<file path="config.mk">
export PLATFORM = sky130hd
export DESIGN_NAME = serial_tx
export DESIGN_NICKNAME = d
export VERILOG_FILES = /design/src/rtl/serial_tx.sv
export SDC_FILE = /design/constraint.sdc
export NUM_CORES = 1
export LEC_CHECK = 0
export ABC_AREA = 1
export CAP_MARGIN = 30
export CORE_UTILIZATION = 43
export CTS_CLUSTER_DIAMETER = 50
export CTS_CLUSTER_SIZE = 28
export DETAILED_ROUTE_END_ITERATION = 10
export PLACE_DENSITY = 0.65
export SLEW_MARGIN = 15
export SYNTH_ARGS = -nofsm -noshare
export SYNTH_HDL_FRONTEND = slang
export SYNTH_SLANG_ARGS = --single-unit
export TNS_END_PERCENT = 10
</file>
<file path="constraint.sdc">
create_clock -name clk -period 2.1 [get_ports clk]
set_input_delay 0.42 -clock clk [delete_from_list [all_inputs] [get_ports clk]]
set_output_delay 0.42 -clock clk [all_outputs]
set_load 0.005 [all_outputs]
</file>
<file path="src/rtl/serial_tx.sv">
// serial_tx: valid/ready parallel-to-serial transmitter (start, LSB-first data, stop).
// Optional even-parity bit before the stop bit when SERIAL_TX_PARITY_EN is defined.
module serial_tx #(
    parameter int WIDTH      = 8,
    parameter int BIT_CYCLES = 4
) (
    input  logic             clk,
    input  logic             rst,
    input  logic [WIDTH-1:0] data_in,
    input  logic             valid,
    output logic             ready,
    output logic             tx,
    output logic             busy
);

    localparam int BW = $clog2(WIDTH + 1);
    localparam int CW = (BIT_CYCLES > 1) ? $clog2(BIT_CYCLES) : 1;

    localparam logic [BW-1:0] BIT_LAST = BW'(WIDTH - 1);
    localparam logic [BW-1:0] BIT_ONE  = BW'(1);
    localparam logic [CW-1:0] CYC_LAST = CW'(BIT_CYCLES - 1);
    localparam logic [CW-1:0] CYC_ONE  = CW'(1);

`ifdef SERIAL_TX_PARITY_EN
    typedef enum logic [2:0] {
        S_IDLE   = 3'd0,
        S_START  = 3'd1,
        S_DATA   = 3'd2,
        S_PARITY = 3'd3,
        S_STOP   = 3'd4
    } state_t;
`else
    typedef enum logic [2:0] {
        S_IDLE   = 3'd0,
        S_START  = 3'd1,
        S_DATA   = 3'd2,
        S_STOP   = 3'd4
    } state_t;
`endif

    // Even parity: XOR of all data bits.
    function automatic logic even_parity(input logic [WIDTH-1:0] d);
        return ^d;
    endfunction

    state_t           state_r;
    state_t           next_state_s;
    logic [WIDTH-1:0] shift_r;
    logic [WIDTH-1:0] shift_s;
    logic [BW-1:0]    bit_cnt_r;
    logic [BW-1:0]    bit_cnt_s;
    logic [CW-1:0]    cyc_cnt_r;
    logic [CW-1:0]    cyc_cnt_s;
    logic             bit_end_s;
    logic             tx_s;
    logic             ready_s;
    logic             busy_s;
`ifdef SERIAL_TX_PARITY_EN
    logic             parity_r;
    logic             parity_s;
`endif

    assign bit_end_s = (cyc_cnt_r == CYC_LAST);

    // State, datapath and registered outputs.
    always_ff @(posedge clk or posedge rst) begin
        if (rst) begin
            state_r   <= S_IDLE;
            shift_r   <= '0;
            bit_cnt_r <= '0;
            cyc_cnt_r <= '0;
            tx        <= 1'b1;
            ready     <= 1'b1;
            busy      <= 1'b0;
`ifdef SERIAL_TX_PARITY_EN
            parity_r  <= 1'b0;
`endif
        end else begin
            state_r   <= next_state_s;
            shift_r   <= shift_s;
            bit_cnt_r <= bit_cnt_s;
            cyc_cnt_r <= cyc_cnt_s;
            tx        <= tx_s;
            ready     <= ready_s;
            busy      <= busy_s;
`ifdef SERIAL_TX_PARITY_EN
            parity_r  <= parity_s;
`endif
        end
    end

    // Next-state and datapath update.
    always_comb begin
        next_state_s = state_r;
        shift_s      = shift_r;
        bit_cnt_s    = bit_cnt_r;
        cyc_cnt_s    = cyc_cnt_r;
`ifdef SERIAL_TX_PARITY_EN
        parity_s     = parity_r;
`endif
        case (state_r)
            S_IDLE: begin
                cyc_cnt_s = '0;
                bit_cnt_s = '0;
                if (valid && ready) begin
                    next_state_s = S_START;
                    shift_s      = data_in;
`ifdef SERIAL_TX_PARITY_EN
                    parity_s     = even_parity(data_in);
`endif
                end else begin
                    next_state_s = S_IDLE;
                end
            end
            S_START: begin
                if (bit_end_s) begin
                    next_state_s = S_DATA;
                    cyc_cnt_s    = '0;
                end else begin
                    cyc_cnt_s = cyc_cnt_r + CYC_ONE;
                end
            end
            S_DATA: begin
                if (bit_end_s) begin
                    cyc_cnt_s = '0;
                    shift_s   = shift_r >> 1;
                    if (bit_cnt_r == BIT_LAST) begin
                        bit_cnt_s = '0;
`ifdef SERIAL_TX_PARITY_EN
                        next_state_s = S_PARITY;
`else
                        next_state_s = S_STOP;
`endif
                    end else begin
                        bit_cnt_s = bit_cnt_r + BIT_ONE;
                    end
                end else begin
                    cyc_cnt_s = cyc_cnt_r + CYC_ONE;
                end
            end
`ifdef SERIAL_TX_PARITY_EN
            S_PARITY: begin
                if (bit_end_s) begin
                    next_state_s = S_STOP;
                    cyc_cnt_s    = '0;
                end else begin
                    cyc_cnt_s = cyc_cnt_r + CYC_ONE;
                end
            end
`endif
            S_STOP: begin
                if (bit_end_s) begin
                    next_state_s = S_IDLE;
                    cyc_cnt_s    = '0;
                end else begin
                    cyc_cnt_s = cyc_cnt_r + CYC_ONE;
                end
            end
            default: begin
                next_state_s = S_IDLE;
                cyc_cnt_s    = '0;
                bit_cnt_s    = '0;
            end
        endcase
    end

    // Output values for the coming cycle, decoded from the next state so tx is a clean flop.
    always_comb begin
        tx_s    = 1'b1;
        ready_s = (next_state_s == S_IDLE);
        busy_s  = (next_state_s != S_IDLE);
        case (next_state_s)
            S_IDLE:   tx_s = 1'b1;
            S_START:  tx_s = 1'b0;
            S_DATA:   tx_s = shift_s[0];
`ifdef SERIAL_TX_PARITY_EN
            S_PARITY: tx_s = parity_s;
`endif
            S_STOP:   tx_s = 1'b1;
            default:  tx_s = 1'b1;
        endcase
    end

endmodule

</file>
==> impl_metrics.toml <==
[final_layout]
area_added_between_synthesis_and_finish_pct = 20.9
num-nets-final = 165
ant_cells = 0
fraction_of_final_layout_cells_with_drive_strength_greater_than_1_pct = 9.93
finalCoreUtilization_pct = 54.7

[global_route]
first_global_vias = 943
grt_usage_pct = 18.7
grt_antenna_before_repair = 0
grt_max_degree = 21
global_route_wire_length_before_repair_um = 3530
grt-ovfl-total = 0

[worst_setup_path]
required_ps = 1680
critPathLaunch = "ready$_DFF_PP1_"
worst-r2r-setup-slack_ps = 760
crit_family = "flip-flops"
r2r.worst_path.cells = 5
reg2reg_from = "cyc_cnt_r[0]$_DFF_PP0_"
worstPathArrival_ps = 1350
path_cells = "clkdlybuf4s50_1"
cp-end-kind = "output pin"
path_buf_inv = 1
slowest_delay_ps = 560
crit_path_start_kind = "flop"
timing_worst_setup_path_type = "flop to output pin"
critPathMaxFanout = 3
crit-reg2reg-capture = "bit_cnt_r[0]$_DFFE_PP0P_"
crit_path_end = "ready"
crit_slowest_cell = "sky130_fd_sc_hd__dfstp_2"
path_depth = 1

[synth]
synth_cell_types = 18
syn_inst = 133
ys_top_cells_by_area = "sky130_fd_sc_hd__dfrtp_1 45%, sky130_fd_sc_hd__nand2_1 19%, sky130_fd_sc_hd__nor2_1 6.8%"
mappedNetlistNets = 146
ys_seq_area_share_pct = 50.2
postSynthAreaPerCell_sq_um = 7.53
synth_top_cell_area_share_pct = 45.0
yosys_warnings = 0
synth_area_sq_um = 1000
yosys.area.top_type = "sky130_fd_sc_hd__dfrtp_1"
ys_seq_elements = 20

[power]
vdd_drop_max_mv = 0.654
switching_share_pct = 36.5
combPwrFrac_pct = 36.8
p_switching_w = 0.000487
seqPwrFrac_pct = 46.7
cellLeakagePower_nw = 0.670
power_density_nw_per_um2 = 1100
internal_power_w = 0.000846
clock_power_share_pct = 16.5
total_power_w = 0.00133

[floorplan]
chipHeight_um = 50.2
ios = 14
fp.coreArea_sq_um = 2210
die_width_um = 50.2
row_count = 17
floorplan.initialDensity_pct = 45.2
die_area_sq_um = 2520

[detailed_routing]
viasPerCell = 4.70
drt_wl_total_um = 1870
drc_errors = 0
detail-route-antenna-nets = 0
drt-initial-drc-count = 7
pre_repair_dr_iteration_count = 4
number_of_vias_after_detailed_routing = 841
wl_per_cell_um = 10.4

[cts]
cts.clk_slew.worst_paths_ps = 120
cts_repair_resize_count = 0
tritoncts_clock_tree = "built"
clock_tree.htree_level_count = 1
clock_sink_count = 20
post-cts-setup-buffer-count = 0
clk-insertion-delay-late_ps = 290
hold_buffers = 0
cts_buffers = 3
clock_tree.buffer_depth = 2
clockRootBuffer = "sky130_fd_sc_hd__clkbuf_4"

[placement]
dp_worst_setup_slack_ps = 398
detailed_place_hpwl_um = 1460
io_buffers = 13
gp_congestion = 0.865

[sta]
skew_ps = 7.66
rsz0062_at_grt = "no"
setup_ws_ps = 328
final_min_period_over_clock_period_pct = 84.4
finalMaxSlewViolations = 0
normalized_max_slew_margin_pct = 83.2
post-route-min-period_ps = 1770
max_slew.worst_pin.slew_ps = 253
setup-tns-final_ps = 0
finalHoldViolCount = 0
fmax_mhz = 564
whs_ps = 441
setup_violations = 0

[outcome]
run_status = "finished, final reports clean"

[hold_path]
min-delay-path-class = "input port to async pin"

[flow_run]
max_cap_viol_count = 0
## through the flow
stage,instances,instance area (sq um)
floorplan,133,1000
global placement,175,1170
detailed placement,175,1170
CTS,179,1210
global route,179,1210
finish,179,1210
## cell type report
type | count | area [sq um]
Sequential cell | 20 | 503
Inverter | 19 | 71.3
Fill cell | 204 | 1000
Tap cell | 28 | 35.0
Multi-Input combinational cell | 94 | 427
Clock buffer | 4 | 36.3
Timing Repair Buffer | 14 | 138
## worst min-delay path by stage
stage / to / slack, ps / cells past startpoint
6_report: shift_r[3]$_DFFE_PP0P_ / 440 / 3
4_1_cts: shift_r[3]$_DFFE_PP0P_ / 440 / 3
2_1_floorplan: bit_cnt_r[0]$_DFFE_PP0P_ / 380 / 1
3_3_place_gp: bit_cnt_r[3]$_DFFE_PP0P_ / 460 / 2
5_1_grt: shift_r[3]$_DFFE_PP0P_ / 470 / 3
3_5_place_dp: shift_r[3]$_DFFE_PP0P_ / 470 / 2
## cell usage in the layout, fill, tap and decap left out, types with 2 or more instances in the layout
master / n
sky130_fd_sc_hd__nand2_1: 50
sky130_fd_sc_hd__nor2_1: 18
sky130_fd_sc_hd__dfrtp_1: 18
sky130_fd_sc_hd__inv_1: 17
sky130_fd_sc_hd__clkdlybuf4s50_1: 13
sky130_fd_sc_hd__nand3_1: 7
sky130_fd_sc_hd__a21oi_1: 6
sky130_fd_sc_hd__clkbuf_4: 3
sky130_fd_sc_hd__inv_2: 2
sky130_fd_sc_hd__nor2_2: 2
sky130_fd_sc_hd__nand4_1: 2
sky130_fd_sc_hd__ha_1: 2
sky130_fd_sc_hd__dfstp_2: 2
## synthesized netlist by cell type (all sizes together)
library cell and instances:
ha 2, nor2 21, o21ai 1, dfstp 2, o21a 1, mux2i 1
nand2 51, dfrtp 18, nand4 2, inv 19, nand3 8, nor3 1
a21oi 6
## power by group through the flow
stage	logic (W)	registers, W	clock network (W)
after floorplan	0.000341	0.000608	0
after global placement	0.000478	0.000625	0
after detailed placement	0.000495	0.000629	0
after CTS	0.000495	0.000623	0.000228
after global routing	0.000584	0.000641	0.000241
final	0.000490	0.000623	0.000221
## sequential cells by signal, summed over array words and instances, names as in the netlist
| name | flops |
|---|---|
| bit_cnt_r | 4 |
| busy | 1 |
| cyc_cnt_r | 2 |
| ready | 1 |
| shift_r | 8 |
| state_r | 3 |
| tx | 1 |
## routing by layer
layer	part of all wire [%]	wire length [um]	global-route usage [%]	vias to the layer above
met5	0	0	0	-
met4	0.91	17	11.9	0
met3	4.2	79	4.24	2
met2	49	918	31.1	17
met1	45	849	21.3	377
li1	-	-	-	445
## kinds of logic (layout without fill, tap and decap cells)
| family | Yosys count | count (layout) | share of synthesized area (%) |
|---|---|---|---|
| adder cells (fa/ha/maj) | 2 | 2 | 2.50 |
| flip-flops | 20 | 20 | 50.2 |
| AND/OR/NAND/NOR | 83 | 83 | 34.7 |
| buffers and inverters | 19 | 37 | 7.13 |
| multiplexers | 1 | 1 | 1.00 |
| AO/OA/AOI/OAI | 8 | 8 | 4.37 |
No activity file was read; power rests on OpenSTA's default activity.
